$ cat src/rtl/dma_axi_pkg.sv
// Shared definitions for the DMA AXI masters.
//   BURST_INCR / RESP_OKAY : AXI encodings used by the masters
//   dma_wr_state_e         : write-master sequencing states
//   axsize()               : AxSIZE encoding for a given data width
package dma_axi_pkg;

   localparam logic [1:0] BURST_INCR = 2'b01;
   localparam logic [1:0] RESP_OKAY  = 2'b00;

   typedef enum logic [2:0] {
      ST_IDLE = 3'd0,
      ST_ADDR = 3'd1,
      ST_DATA = 3'd2,
      ST_RESP = 3'd3,
      ST_DONE = 3'd4
   } dma_wr_state_e;

   function automatic logic [2:0] axsize(input int data_w);
      return 3'($clog2(data_w / 8));
   endfunction

endpackage

$ cat src/rtl/dma_sync_fifo.sv
// Single-clock FIFO shared by the DMA read and write masters.
//   ACLK, ARESETn : clock, async active-low reset (empties the FIFO)
//   push, wdata   : write request/data; ignored while full
//   pop, rdata    : read request; rdata is the current head (show-ahead)
//   full, empty   : occupancy flags, registered-pointer based
// Full/empty are evaluated from the pointers at the start of the cycle, so a
// push while full is refused even if a pop happens in the same cycle.
module dma_sync_fifo #(
   parameter int WIDTH = 36,
   parameter int DEPTH = 8
) (
   input  logic             ACLK,
   input  logic             ARESETn,
   input  logic             push,
   input  logic             pop,
   input  logic [WIDTH-1:0] wdata,
   output logic [WIDTH-1:0] rdata,
   output logic             full,
   output logic             empty
);

   localparam int PTR_W = $clog2(DEPTH);

   logic [WIDTH-1:0] r_mem [DEPTH];
   logic [PTR_W:0]   r_wr_ptr;
   logic [PTR_W:0]   r_rd_ptr;
   logic             w_push;
   logic             w_pop;

   // Extra pointer MSB distinguishes full from empty when the indices match.
   assign empty  = (r_wr_ptr == r_rd_ptr);
   assign full   = (r_wr_ptr[PTR_W] != r_rd_ptr[PTR_W]) &&
                   (r_wr_ptr[PTR_W-1:0] == r_rd_ptr[PTR_W-1:0]);
   assign w_push = push && !full;
   assign w_pop  = pop && !empty;
   assign rdata  = r_mem[r_rd_ptr[PTR_W-1:0]];

   always_ff @(posedge ACLK or negedge ARESETn) begin
      if (!ARESETn) begin
         r_wr_ptr <= '0;
         r_rd_ptr <= '0;
      end else begin
         if (w_push) r_wr_ptr <= r_wr_ptr + 1'b1;
         if (w_pop)  r_rd_ptr <= r_rd_ptr + 1'b1;
      end
   end

   always_ff @(posedge ACLK) begin
      if (w_push) r_mem[r_wr_ptr[PTR_W-1:0]] <= wdata;
   end

endmodule

$ cat src/rtl/dma_axi_write_master.sv
// AXI4 write master for the DMA engine: one command (address, beat count, ID)
// is split into INCR bursts of at most MAX_BURST beats, one burst outstanding.
//   ACLK, ARESETn                      : clock, async active-low reset
//   cmd_valid/ready, cmd_addr/len/id   : transfer command
//   in_valid/ready, in_data/strb       : write-data stream into the FIFO
//   AW*/W*/B*                          : AXI4 write channels
//   busy, done, err                    : status; err qualifies the done pulse
// Optional build macro: DMA_WR_4K_SPLIT_EN -- also limit each burst so that it
// never crosses a 4 KB boundary.
//
// state | meaning
// IDLE  | ready for a command
// ADDR  | AW presented for the current burst
// DATA  | streaming the burst's beats from the FIFO
// RESP  | waiting for the burst's B response
// DONE  | one-cycle completion pulse
module dma_axi_write_master
   import dma_axi_pkg::*;
#(
   parameter int ADDR_W     = 32,
   parameter int DATA_W     = 32,
   parameter int ID_W       = 4,
   parameter int LEN_W      = 16,
   parameter int MAX_BURST  = 16,
   parameter int FIFO_DEPTH = 8
) (
   input  logic                ACLK,
   input  logic                ARESETn,
   input  logic                cmd_valid,
   output logic                cmd_ready,
   input  logic [ADDR_W-1:0]   cmd_addr,
   input  logic [LEN_W-1:0]    cmd_len,
   input  logic [ID_W-1:0]     cmd_id,
   input  logic                in_valid,
   output logic                in_ready,
   input  logic [DATA_W-1:0]   in_data,
   input  logic [DATA_W/8-1:0] in_strb,
   output logic [ID_W-1:0]     AWID,
   output logic [ADDR_W-1:0]   AWADDR,
   output logic [3:0]          AWLEN,
   output logic [2:0]          AWSIZE,
   output logic [1:0]          AWBURST,
   output logic                AWVALID,
   input  logic                AWREADY,
   output logic [DATA_W-1:0]   WDATA,
   output logic [DATA_W/8-1:0] WSTRB,
   output logic                WLAST,
   output logic                WVALID,
   input  logic                WREADY,
   input  logic [ID_W-1:0]     BID,
   input  logic [1:0]          BRESP,
   input  logic                BVALID,
   output logic                BREADY,
   output logic                busy,
   output logic                done,
   output logic                err
);

   localparam int         STRB_W = DATA_W / 8;
   localparam logic [2:0] SIZE   = axsize(DATA_W);
   localparam int         BEAT_W = $clog2(MAX_BURST) + 1;

   dma_wr_state_e        r_state;
   logic [ADDR_W-1:0]    r_addr;
   logic [LEN_W-1:0]     r_rem;
   logic [ID_W-1:0]      r_id;
   logic                 r_err;
   logic [BEAT_W-1:0]    r_beats;
   logic [BEAT_W-1:0]    r_cnt;

   logic [BEAT_W-1:0]    w_beats;
   logic [BEAT_W-1:0]    w_len_m1;
   logic                 w_fifo_full;
   logic                 w_fifo_empty;
   logic                 w_wfire;
   logic [STRB_W+DATA_W-1:0] w_fifo_rdata;
`ifdef DMA_WR_4K_SPLIT_EN
   logic [12:0]          w_to_4k;
`endif

   // Burst size comes from the registered address/remaining count, so it is
   // stable for the whole ADDR phase.
   always_comb begin
      w_beats = (r_rem < LEN_W'(MAX_BURST)) ? BEAT_W'(r_rem) : BEAT_W'(MAX_BURST);
`ifdef DMA_WR_4K_SPLIT_EN
      w_to_4k = (13'd4096 - {1'b0, r_addr[11:0]}) >> SIZE;
      if (w_to_4k < 13'(w_beats)) w_beats = BEAT_W'(w_to_4k);
`endif
   end

   assign w_len_m1 = w_beats - BEAT_W'(1);

   assign cmd_ready = (r_state == ST_IDLE);
   assign AWVALID   = (r_state == ST_ADDR);
   assign AWADDR    = r_addr;
   assign AWID      = r_id;
   assign AWLEN     = 4'(w_len_m1);
   assign AWSIZE    = SIZE;
   assign AWBURST   = BURST_INCR;
   assign WVALID    = (r_state == ST_DATA) && !w_fifo_empty;
   assign WLAST     = WVALID && (r_cnt == r_beats - BEAT_W'(1));
   assign WDATA     = w_fifo_rdata[DATA_W-1:0];
   assign WSTRB     = w_fifo_rdata[STRB_W+DATA_W-1:DATA_W];
   assign BREADY    = (r_state == ST_RESP);
   assign busy      = (r_state != ST_IDLE);
   assign done      = (r_state == ST_DONE);
   assign err       = (r_state == ST_DONE) && r_err;
   assign in_ready  = !w_fifo_full;
   assign w_wfire   = WVALID && WREADY;

   dma_sync_fifo #(
      .WIDTH (STRB_W + DATA_W),
      .DEPTH (FIFO_DEPTH)
   ) u_fifo (
      .ACLK    (ACLK),
      .ARESETn (ARESETn),
      .push    (in_valid),
      .pop     (w_wfire),
      .wdata   ({in_strb, in_data}),
      .rdata   (w_fifo_rdata),
      .full    (w_fifo_full),
      .empty   (w_fifo_empty)
   );

   always_ff @(posedge ACLK or negedge ARESETn) begin
      if (!ARESETn) begin
         r_state <= ST_IDLE;
         r_addr  <= '0;
         r_rem   <= '0;
         r_id    <= '0;
         r_err   <= 1'b0;
         r_beats <= '0;
         r_cnt   <= '0;
      end else begin
         unique case (r_state)
            ST_IDLE: begin
               if (cmd_valid) begin
                  r_addr  <= cmd_addr;
                  r_rem   <= cmd_len;
                  r_id    <= cmd_id;
                  r_err   <= 1'b0;
                  r_state <= (cmd_len == '0) ? ST_DONE : ST_ADDR;
               end
            end
            ST_ADDR: begin
               if (AWREADY) begin
                  r_beats <= w_beats;
                  r_cnt   <= '0;
                  r_state <= ST_DATA;
               end
            end
            ST_DATA: begin
               if (w_wfire) begin
                  r_cnt <= r_cnt + BEAT_W'(1);
                  if (WLAST) r_state <= ST_RESP;
               end
            end
            ST_RESP: begin
               if (BVALID) begin
                  if (BRESP != RESP_OKAY || BID != r_id) r_err <= 1'b1;
                  r_rem   <= r_rem - LEN_W'(r_beats);
                  r_addr  <= r_addr + (ADDR_W'(r_beats) << SIZE);
                  r_state <= (r_rem == LEN_W'(r_beats)) ? ST_DONE : ST_ADDR;
               end
            end
            ST_DONE: r_state <= ST_IDLE;
            default: r_state <= ST_IDLE;
         endcase
      end
   end

endmodule
$ cat config.mk
export PLATFORM = sky130hd
export DESIGN_NAME = dma_axi_write_master
export DESIGN_NICKNAME = d
export VERILOG_FILES = /design/src/rtl/dma_axi_pkg.sv /design/src/rtl/dma_sync_fifo.sv /design/src/rtl/dma_axi_write_master.sv
export SDC_FILE = /design/constraint.sdc
export NUM_CORES = 1
export LEC_CHECK = 0
export BUFFER_PORTS_ARGS = -buffer_cell sky130_fd_sc_hd__buf_2
export CORE_UTILIZATION = 25
export DETAILED_ROUTE_END_ITERATION = 8
export PLACE_DENSITY = 0.41
export SYNTH_ARGS = -nofsm -noshare
export SYNTH_HDL_FRONTEND = slang
export SYNTH_SLANG_ARGS = --single-unit
export TNS_END_PERCENT = 5
$ cat constraint.sdc
create_clock -name ACLK -period 9.4 [get_ports ACLK]
set_input_delay 0.94 -clock ACLK [delete_from_list [all_inputs] [get_ports ACLK]]
set_output_delay 0.94 -clock ACLK [all_outputs]
set_load 0.02 [all_outputs]
== Yosys cells after proc, flatten, opt, wreduce, memory -nomap -nowiden ==
Memory sizes are Yosys's and may differ from the RTL's.
Index checks and enable logic that the tools add are counted.

* $add $sub $neg: 7
* Magnitude comparators: 1
* Eq/ne operators: 16
* Mux-type cells: 24
* Reductions and logical operators: 22

{| class="wikitable"
|+ Operator list
! cell !! number
|-
| $mux 32 || 2
|-
| $pmux 32 s2 || 1
|-
| $add 32x7->32 || 1
|-
| $mux 16 || 2
|-
| $pmux 16 s2 || 1
|-
| $mux 3 || 7
|-
| $eq 16x5->1 || 1
|-
| $logic_not 16->1 || 1
|-
| $lt 16x5->1 const B || 1
|-
| $sub 16x5->16 || 1
|-
| $mux 5 || 3
|-
| $pmux 3 s4 || 1
|-
| $pmux 5 s2 || 1
|-
| $add 4x1->4 const B || 2
|-
| $logic_and 1x1->1 || 7
|-
| $eq 3x2->1 const B || 2
|-
| $ne 2x1->1 const B || 3
|-
| $ne 2x2->1 const B || 3
|-
| $reduce_and 3->1 || 2
|-
| $reduce_bool 2->1 || 3
|-
| $add 5x1->5 const B || 1
|-
| $eq 5x5->1 || 1
|-
| $mux 1 || 5
|-
| $reduce_and 5->1 || 1
|-
| 15 further kinds || 17
|}

* Flip-flop bits (word level): 74
* Memory bits (writable): 288
* Input port bits: 101
* Output and inout bits: 90
* Word-level logic and storage cells: 80
* Memories: 1

{| class="wikitable"
|+ Memories
! memory !! words !! width !! rd ports !! clocked after Yosys merged registers in !! wr ports !! RTL line !! RTL
|-
| u_fifo.r_mem || 8 || 36 || 1 || 0 || 1 || dma_sync_fifo.sv:24 || <nowiki>logic [WIDTH-1:0] r_mem [DEPTH];</nowiki>
|}

== Logic depth before layout (Yosys ltp) ==
Gate-level depths: netlist of the first run.

* Word-level depth: 7
* Mapped depth: 9
* Mapped depth without buffers: 9

== Cells and area by module ==
A second synthesis of the first run with hierarchy kept.

* Cells, all modules: 1006
* Area total of the unflattened synthesis: 15880.2 sq um

{| class="wikitable"
|+ By module, submodules not included
! module !! instances !! cells an instance !! area an instance (sq um) !! seq. area each (sq um)
|-
| dma_sync_fifo || 1 || 473 || 11389.7 || 8848.5
|-
| dma_axi_write_master || 1 || 533 || 4490.6 || 1651.6
|}

== Worst setup path after synthesis of the first run ==
No wires, ideal clock.

* Path kind: register to register
* Start point: register u_fifo.r_wr_ptr[0]
* End point: memory u_fifo.r_mem[0][0], enable pin
* Setup time: 0.474 ns
* Arrival: 3.867 ns
* Path slack: 5.059 ns
* Stages on the path, launching flop included: 7
* Cells stage by stage: dfrtp_1 -> buf_2 -> xnor2_1 -> nand4_1 -> nand2_1 -> or2_2 -> nor3_1

* Longest elaborated chain between the ends: 6

{| class="wikitable"
|+ RTL lines
! what !! RTL line !! RTL
|-
| start, declared || dma_sync_fifo.sv:25 || <nowiki>logic [PTR_W:0] r_wr_ptr;</nowiki>
|-
| start signal, assigned || dma_sync_fifo.sv:43 || <nowiki>if (w_push) r_wr_ptr <= r_wr_ptr + 1'b1;</nowiki>
|-
| $eq 3x3->1 || dma_sync_fifo.sv:33 || <nowiki>(r_wr_ptr[PTR_W-1:0] == r_rd_ptr[PTR_W-1:0]);</nowiki>
|-
| $logic_and 1x1->1 || dma_sync_fifo.sv:32 || <nowiki>assign full = (r_wr_ptr[PTR_W] != r_rd_ptr[PTR_W]) &&</nowiki>
|-
| $logic_not 1->1 || n/a ||
|-
| net in_ready || dma_axi_write_master.sv:35 || <nowiki>output logic in_ready,</nowiki>
|-
| $logic_and 1x1->1 || dma_sync_fifo.sv:34 || <nowiki>assign w_push = push && !full;</nowiki>
|-
| $mux 1 || dma_sync_fifo.sv:49 || <nowiki>if (w_push) r_mem[r_wr_ptr[PTR_W-1:0]] <= wdata;</nowiki>
|-
| $mux 1 (not written as such) || dma_sync_fifo.sv:49 ||
|-
| end, declared || dma_sync_fifo.sv:24 ||
|}

The timed path passes the listed nets, and every way through them passes these cells.

== Final worst setup path of the first run ==
* Start point: register u_fifo.r_rd_ptr[0]
* End point: output port WDATA[25]

* Longest elaborated chain between the ends: 1

{| class="wikitable"
|+ RTL lines
! what !! RTL line !! RTL
|-
| start, declared || dma_sync_fifo.sv:26 || <nowiki>logic [PTR_W:0] r_rd_ptr;</nowiki>
|-
| start signal, assigned || dma_sync_fifo.sv:44 || <nowiki>if (w_pop) r_rd_ptr <= r_rd_ptr + 1'b1;</nowiki>
|-
| $mem_v2 8x36 || n/a ||
|-
| end, declared || dma_axi_write_master.sv:45 || <nowiki>output logic [DATA_W-1:0] WDATA,</nowiki>
|}

Every way passes these cells.

==> results of run 1 <==
[power by group through the flow]
stage                     combinational, W  clock (W)  sequential (W)
final                              0.00212    0.00178         0.00236
after detailed placement           0.00217          0         0.00240
after CTS                          0.00218    0.00184         0.00237
after global routing               0.00233    0.00190         0.00241
after floorplan                    0.00148          0         0.00236
after global placement             0.00216          0         0.00240
[through the flow]
stage | instances | cell area, um^2 | util
2_1_floorplan | 1008 | 15700 | -
3_3_place_gp | 1989 | 17610 | 0.2848
3_5_place_dp | 1989 | 17610 | 0.2848
4_1_cts | 2073 | 19160 | 0.3100
5_1_grt | 2073 | 19160 | 0.3100
6_report | 2075 | 19170 | 0.3101
[layout by cell type (no fill, tap or decap), types with 6 or more instances in the layout]
cell type,count
xor2_1,6
nor2_4,7
nor3_1,10
nand4_1,14
ha_1,15
mux2_2,37
clkbuf_1,8
bufinv_16,6
o22a_1,11
a31oi_1,12
and3_1,6
o21ai_0,26
xnor2_1,17
nand2b_1,8
o211ai_1,9
o311ai_0,8
nand3_1,30
nor2_1,44
a21oi_1,31
dfrtp_1,71
o22ai_1,9
nand2_1,87
edfxtp_1,288
clkbuf_16,45
buf_2,184
inv_1,21
mux4_2,72
clkinv_2,10
nor4_1,8
or3_1,11
buf_4,18
clkinv_1,7
a211oi_1,7
[state kept, by name, summed over array words and instances (netlist names)]
register,cells
u_fifo.r_wr_ptr,4
r_state,3
u_fifo.r_rd_ptr,4
AWADDR,32
r_beats,5
AWID,4
u_fifo.r_mem,288
r_cnt,5
r_rem,16
r_err,1
[metal layers]
layer  wire [um]  vias up
li1            -     4364
met1       18210     4791
met2       19140      240
met3        2165       58
met4         879        6
met5          40        -
[worst max-delay path, cell delays in order (launching register included)]
cell     delay [ns]
dfrtp_4        0.93
buf_4          0.79
mux4_2         0.64
mux2_2         0.29
buf_2          0.16
[final cells by class]
type	instances	area, um^2	area share
Tap cell	837	1047	0.05463
Antenna cell	2	5.005	0.0002611
Sequential cell	362	10510	0.5482
Clock inverter	30	385.4	0.02010
Multi-Input combinational cell	566	4915	0.2564
Clock buffer	54	1170	0.06103
Inverter	22	82.58	0.004308
Timing Repair Buffer	202	1056	0.05509
[cell families (layout without fill, tap and decap cells)]
kind of cell | Yosys count | in the layout | share of synthesized area
buf+inv | 80 | 308 | 0.02233
xor+xnor | 23 | 23 | 0.01284
compound gates | 159 | 159 | 0.06993
mux | 113 | 113 | 0.1324
fa+ha+maj | 17 | 17 | 0.01451
other cells | 2 | 7 | 0.0004786
simple gates | 249 | 249 | 0.07830
flops | 362 | 362 | 0.6692
[path summary, 6_finish.rpt]
| path | end | startpoint | slack (ns) | cells after the start |
|---|---|---|---|---|
| hold / removal | AWADDR[0]$_DFFE_PN0P_ | AWADDR[0]$_DFFE_PN0P_ | 0.47 | 2 |
| min in group asynchronous | r_beats[4]$_DFFE_PN0P_ | ARESETn | 0.54 | 1 |
| setup / recovery | WDATA[25] | u_fifo.r_rd_ptr[0]$_DFFE_PN0P_ | 5.03 | 4 |
| setup reg to reg | u_fifo.r_mem[5][31]$_DFFE_PP_ | u_fifo.r_rd_ptr[0]$_DFFE_PN0P_ | 6.25 | 5 |
| hold reg to reg | AWADDR[0]$_DFFE_PN0P_ | AWADDR[0]$_DFFE_PN0P_ | 0.47 | 2 |
| max in group asynchronous | u_fifo.r_rd_ptr[0]$_DFFE_PN0P_ | ARESETn | 8.05 | 1 |
==> out/results.ini, run 1 <==
[sta]
setup_ws_ns=5.034
hold_viol_final=0
period_minus_slack_ns=4.366
worst_slew_pin_slew_ns=1.090
period_share=0.4645
max_freq_mhz=229.0
skew_ns=0.02558
tns_ns=0
rsz0062_at_grt=false
fin_hold_ws_ns=0.4724
slew_headroom=0.2737
setup_violations=0
drv_slew=0

[synth]
synth_enable_flop_cells=288
synth-async-reset-ratio=0.2044
syn_avg_cell_area_um2=15.61
synth_flop_cell=edfxtp_1
yosys-top-cells-count=edfxtp_1, nand2_1, dfrtp_1, mux4_2, nor2_1
post-synth-top-count-cell=edfxtp_1
mappedNetlistArea_um2=15690
synth_top_area_frac=0.5512
ys_warn_count=0
synth_seq_area_share=0.6692
synth_cells=1005
ys_ff_latch=362
yosys-top-cells-area=edfxtp_1, dfrtp_1, mux4_2
yosys.cell_types.count=72
synth_area_leader_cell=edfxtp_1

[global_route]
busiest_layer=met2
gr-usage-met1=0.1743
grt.overflow.total=0
grtUsageTotal=0.1270
met2_usage=0.2015
antenna_found_initial=7
grt_pass1_vias=9770
grt_pass1_wl_um=61520
grtUsageMet3=0.02698
grt_max_degree=75

[final_layout]
area_growth_pct=22.17
nFillCells=6163
fin_nets=1317
layout-drive-gt1-share=0.3269

[status]
run_status=completed

[floorplan]
start_util=0.2538
rows=91
die_w_um=252.5
die_h_um=252.5
core_area_um2=61830
io_pins=191
dieArea_um2=63770

[worst_setup_path]
path_max_fanout=39
required_ns=8.46
start_kind=register
endpoint_kind=primary output
crit_type=reg -> out
arrival_ns=3.43

[pwr]
pwr-share-seq=0.377
power_density_nw_per_um2=326.5
power.switching_w=0.002240
p_leak_nw=6.695
sw_frac_of_total=0.3580
p_int_w=0.004018
power.total_w=0.006258
p_clk_frac=0.285
vdd_drop_max_mv=0.1696
combPwrFrac=0.338

[detailed_routing]
viasPerCell=4.559
routed_wl_um=40440
drtAntennaViolNets=0
drc_errors=0
first_iter_violations=609
vias=9459
post_drt_wl_per_cell_um=19.49
dr.pass1.iters=5

[placement]
port_buffers=185
place_congestion=0.7517
pre_cts_slack_ns=5.512
hpwl_um=24430

[clocking]
ctsRootBufferMaster=clkbuf_16
cts.sinks=362
postCtsSetupBuffers=0
clk_latency_ns=0.59
cts_tree=yes
clk_pin_slew_worst_paths_ns=0.06
htreeDepth=2
holdBufCountCts=0
cts.path.max_buffers=3
cts_made_buffers=45
cts-resized-gates=0

[run]
drv_cap=0

[min_path]
worstHoldPathType=reg -> reg

Note: power is estimated with default switching activity, not from simulation.
==> run 2: changes to the inputs <==
Clock period 9.4 ns to 4.5 ns, I/O delays scaled along.
==> run 2 against run 1 <==
Net effect: setup slack got worse by 4.0 ns; largest power group unchanged; sequential cell count stayed put; critical path type unchanged; hold slack got worse by 0.38 ns; core utilization decreased by 0.16 points.
==> out/results.ini, run 2 (same netlist as run 1, synthesis figures left out) <==
[worst_setup_path]
rr_worst_depth=6  ; +1
worstReg2RegStart=u_fifo.r_rd_ptr[1]$_DFFE_PN0P_
endpoint_kind=primary output
start_kind=register
crit_chain=buf_4 > mux4_2 > mux2_2 > buf_2
path_max_fanout=52  ; +33%
crit_type=reg -> out
reg2reg_to=u_fifo.r_mem[3][31]$_DFFE_PP_
r2r_slack_ns=1.60  ; -4.65 ns
slowest_stage=buf_4
cp_top_family=buffers and inverters
slowest_delay_ns=0.73  ; -0.20 ns
worst-path-buf-inv=2  ; unchanged
required_ns=4.05  ; -4.41 ns
arrival_ns=2.99  ; -0.44 ns
crit_end=WSTRB[1]
critPathLaunch=u_fifo.r_rd_ptr[1]$_DFFE_PN0P_
cp_num_cells=4  ; unchanged

[min_path]
worstHoldPathType=in -> reg
min_path_cells=3  ; +1

[detailed_routing]
viasPerCell=4.565  ; +0.14%
drtAntennaViolNets=0  ; unchanged
drc_errors=0  ; unchanged
vias=9472  ; +0.14%
routed_wl_um=40390  ; -0.12%
first_iter_violations=604  ; -0.82%
post_drt_wl_per_cell_um=19.46  ; -0.12%
dr.pass1.iters=5  ; unchanged

[global_route]
antenna_found_initial=6  ; -1
grt.overflow.total=0  ; unchanged
grt_max_degree=76  ; +1.3%
grtUsageTotal=0.1270  ; about the same
grt_pass1_wl_um=61440  ; -0.12%
grt_pass1_vias=9760  ; -0.10%

[pwr]
power_density_nw_per_um2=671.9  ; +110%
vdd_drop_max_mv=0.4084  ; +140%
pwr-share-seq=0.380  ; +0.003
p_int_w=0.008186  ; +100%
p_leak_nw=6.649  ; -0.69%
power.switching_w=0.004628  ; +110%
p_clk_frac=0.266  ; -0.019
combPwrFrac=0.355  ; +0.017
sw_frac_of_total=0.3612  ; +0.003171
power.total_w=0.01281  ; +100%

[sta]
setup_ws_ns=1.060  ; -3.973 ns
max_freq_mhz=290.7
rsz0062_at_grt=false
slew_headroom=0.3969  ; +0.1232
worst_slew_pin_slew_ns=0.9027  ; -0.1868 ns
drv_slew=0  ; unchanged
period_minus_slack_ns=3.440
tns_ns=0  ; unchanged
hold_viol_final=0  ; unchanged
period_share=0.7643
setup_violations=0  ; unchanged
skew_ns=0.02072  ; -0.004868 ns

[placement]
place_congestion=0.7684  ; +2.2%
hpwl_um=25820  ; +5.7%
port_buffers=185  ; unchanged
pre_cts_slack_ns=1.550  ; -3.962 ns

[clocking]
cts.path.max_buffers=3  ; unchanged
cts.sinks=362  ; unchanged
cts_tree=yes
clk_pin_slew_worst_paths_ns=0.06  ; about the same
ctsRootBufferMaster=clkbuf_16
clk_latency_ns=0.57  ; -0.02 ns
htreeDepth=2  ; unchanged
cts_made_buffers=43  ; -4.4%

[floorplan]
dieArea_um2=63770  ; unchanged
io_pins=191  ; unchanged
die_w_um=252.5  ; unchanged
start_util=0.2538  ; unchanged
core_area_um2=61830  ; unchanged
die_h_um=252.5  ; unchanged
rows=91  ; unchanged

[status]
run_status=completed

[final_layout]
fin_nets=1324  ; +0.53%
largest_register_ffs=288  ; unchanged
layout-drive-gt1-share=0.3242  ; -0.002689
area_growth_pct=21.55
final_common_cell=edfxtp_1
layout_common_cells=edfxtp_1, buf_2, nand2_1
nFillCells=6179  ; +0.26%

[run]
drv_cap=0  ; unchanged

## run 2: cell count changes in the layout (fill, tap and decap cells not counted), moves of 2 or more
cell       delta
bufinv_16     -2
clkbuf_16     -2
clkinv_1      +2
clkinv_16     -2
buf_4         +7
clkinv_2      -7
clkinv_4      +2
## run 2: metal layers
| layer | global-route usage | vias to the layer above | share of wire |
|---|---|---|---|
| li1 | - | 4366 | - |
| met1 | 0.1683 | 4855 | 0.45 |
| met2 | 0.2086 | 191 | 0.48 |
| met4 | 0.03359 | 8 | 0.017 |
| met3 | 0.02812 | 52 | 0.047 |
| met5 | 0 | - | 0.0011 |
## run 2: worst min-delay path, stage by stage
cell     delay [ns]
buf_2          0.07
nand2_1        0.04
nand2_1        0.05
## run 2: power groups by stage
| stage | clock [W] | sequential, W | combinational (W) |
|---|---|---|---|
| after floorplan | 0 | 0.00493 | 0.00309 |
| after global placement | 0 | 0.00492 | 0.00465 |
| after detailed placement | 0 | 0.00493 | 0.00467 |
| after CTS | 0.00353 | 0.00487 | 0.00469 |
| after global routing | 0.00364 | 0.00496 | 0.00499 |
| final | 0.00340 | 0.00486 | 0.00455 |
## run 2: timing repair
item / CTS / global route
buffers inserted: 0 / 0
hold endpoints to repair: 32 / 0
hold buffers: 1 / 0
resized for setup: 0 / 0
## run 2: worst min path at each step
| stage | from | to | slack, ns |
|---|---|---|---|
| after floorplan | ARESETn | AWADDR[0]$_DFFE_PN0P_ | 0.15 |
| after global placement | ARESETn | r_beats[0]$_DFFE_PN0P_ | 0.44 |
| after detailed placement | ARESETn | r_beats[0]$_DFFE_PN0P_ | 0.44 |
| after CTS | cmd_addr[1] | AWADDR[1]$_DFFE_PN0P_ | 0.04 |
| after global routing | cmd_addr[0] | AWADDR[0]$_DFFE_PN0P_ | 0.08 |
| final | cmd_addr[1] | AWADDR[1]$_DFFE_PN0P_ | 0.09 |
## run 2: stage by stage
stage            util  cells  hold WS (ns)  area [um^2]
2_1_floorplan       -   1008        0.1544        15700
3_3_place_gp   0.2860   1997        0.4412        17680
3_5_place_dp   0.2860   1997        0.4420        17680
4_1_cts        0.3084   2074       0.04458        19070
5_1_grt        0.3084   2074       0.07772        19070
6_report       0.3085   2075       0.09064        19070
## run 2: cell type report
type	count	area, um^2	share of cell area
tap	837	1047	0.05491
antenna	1	2.502	0.0001312
multi-input combinational	566	4915	0.2577
clock buffer	52	1110	0.05819
inverter	22	82.58	0.004330
sequential	362	10510	0.5510
timing repair buffer	211	1139	0.05970
clock inverter	24	267.8	0.01404
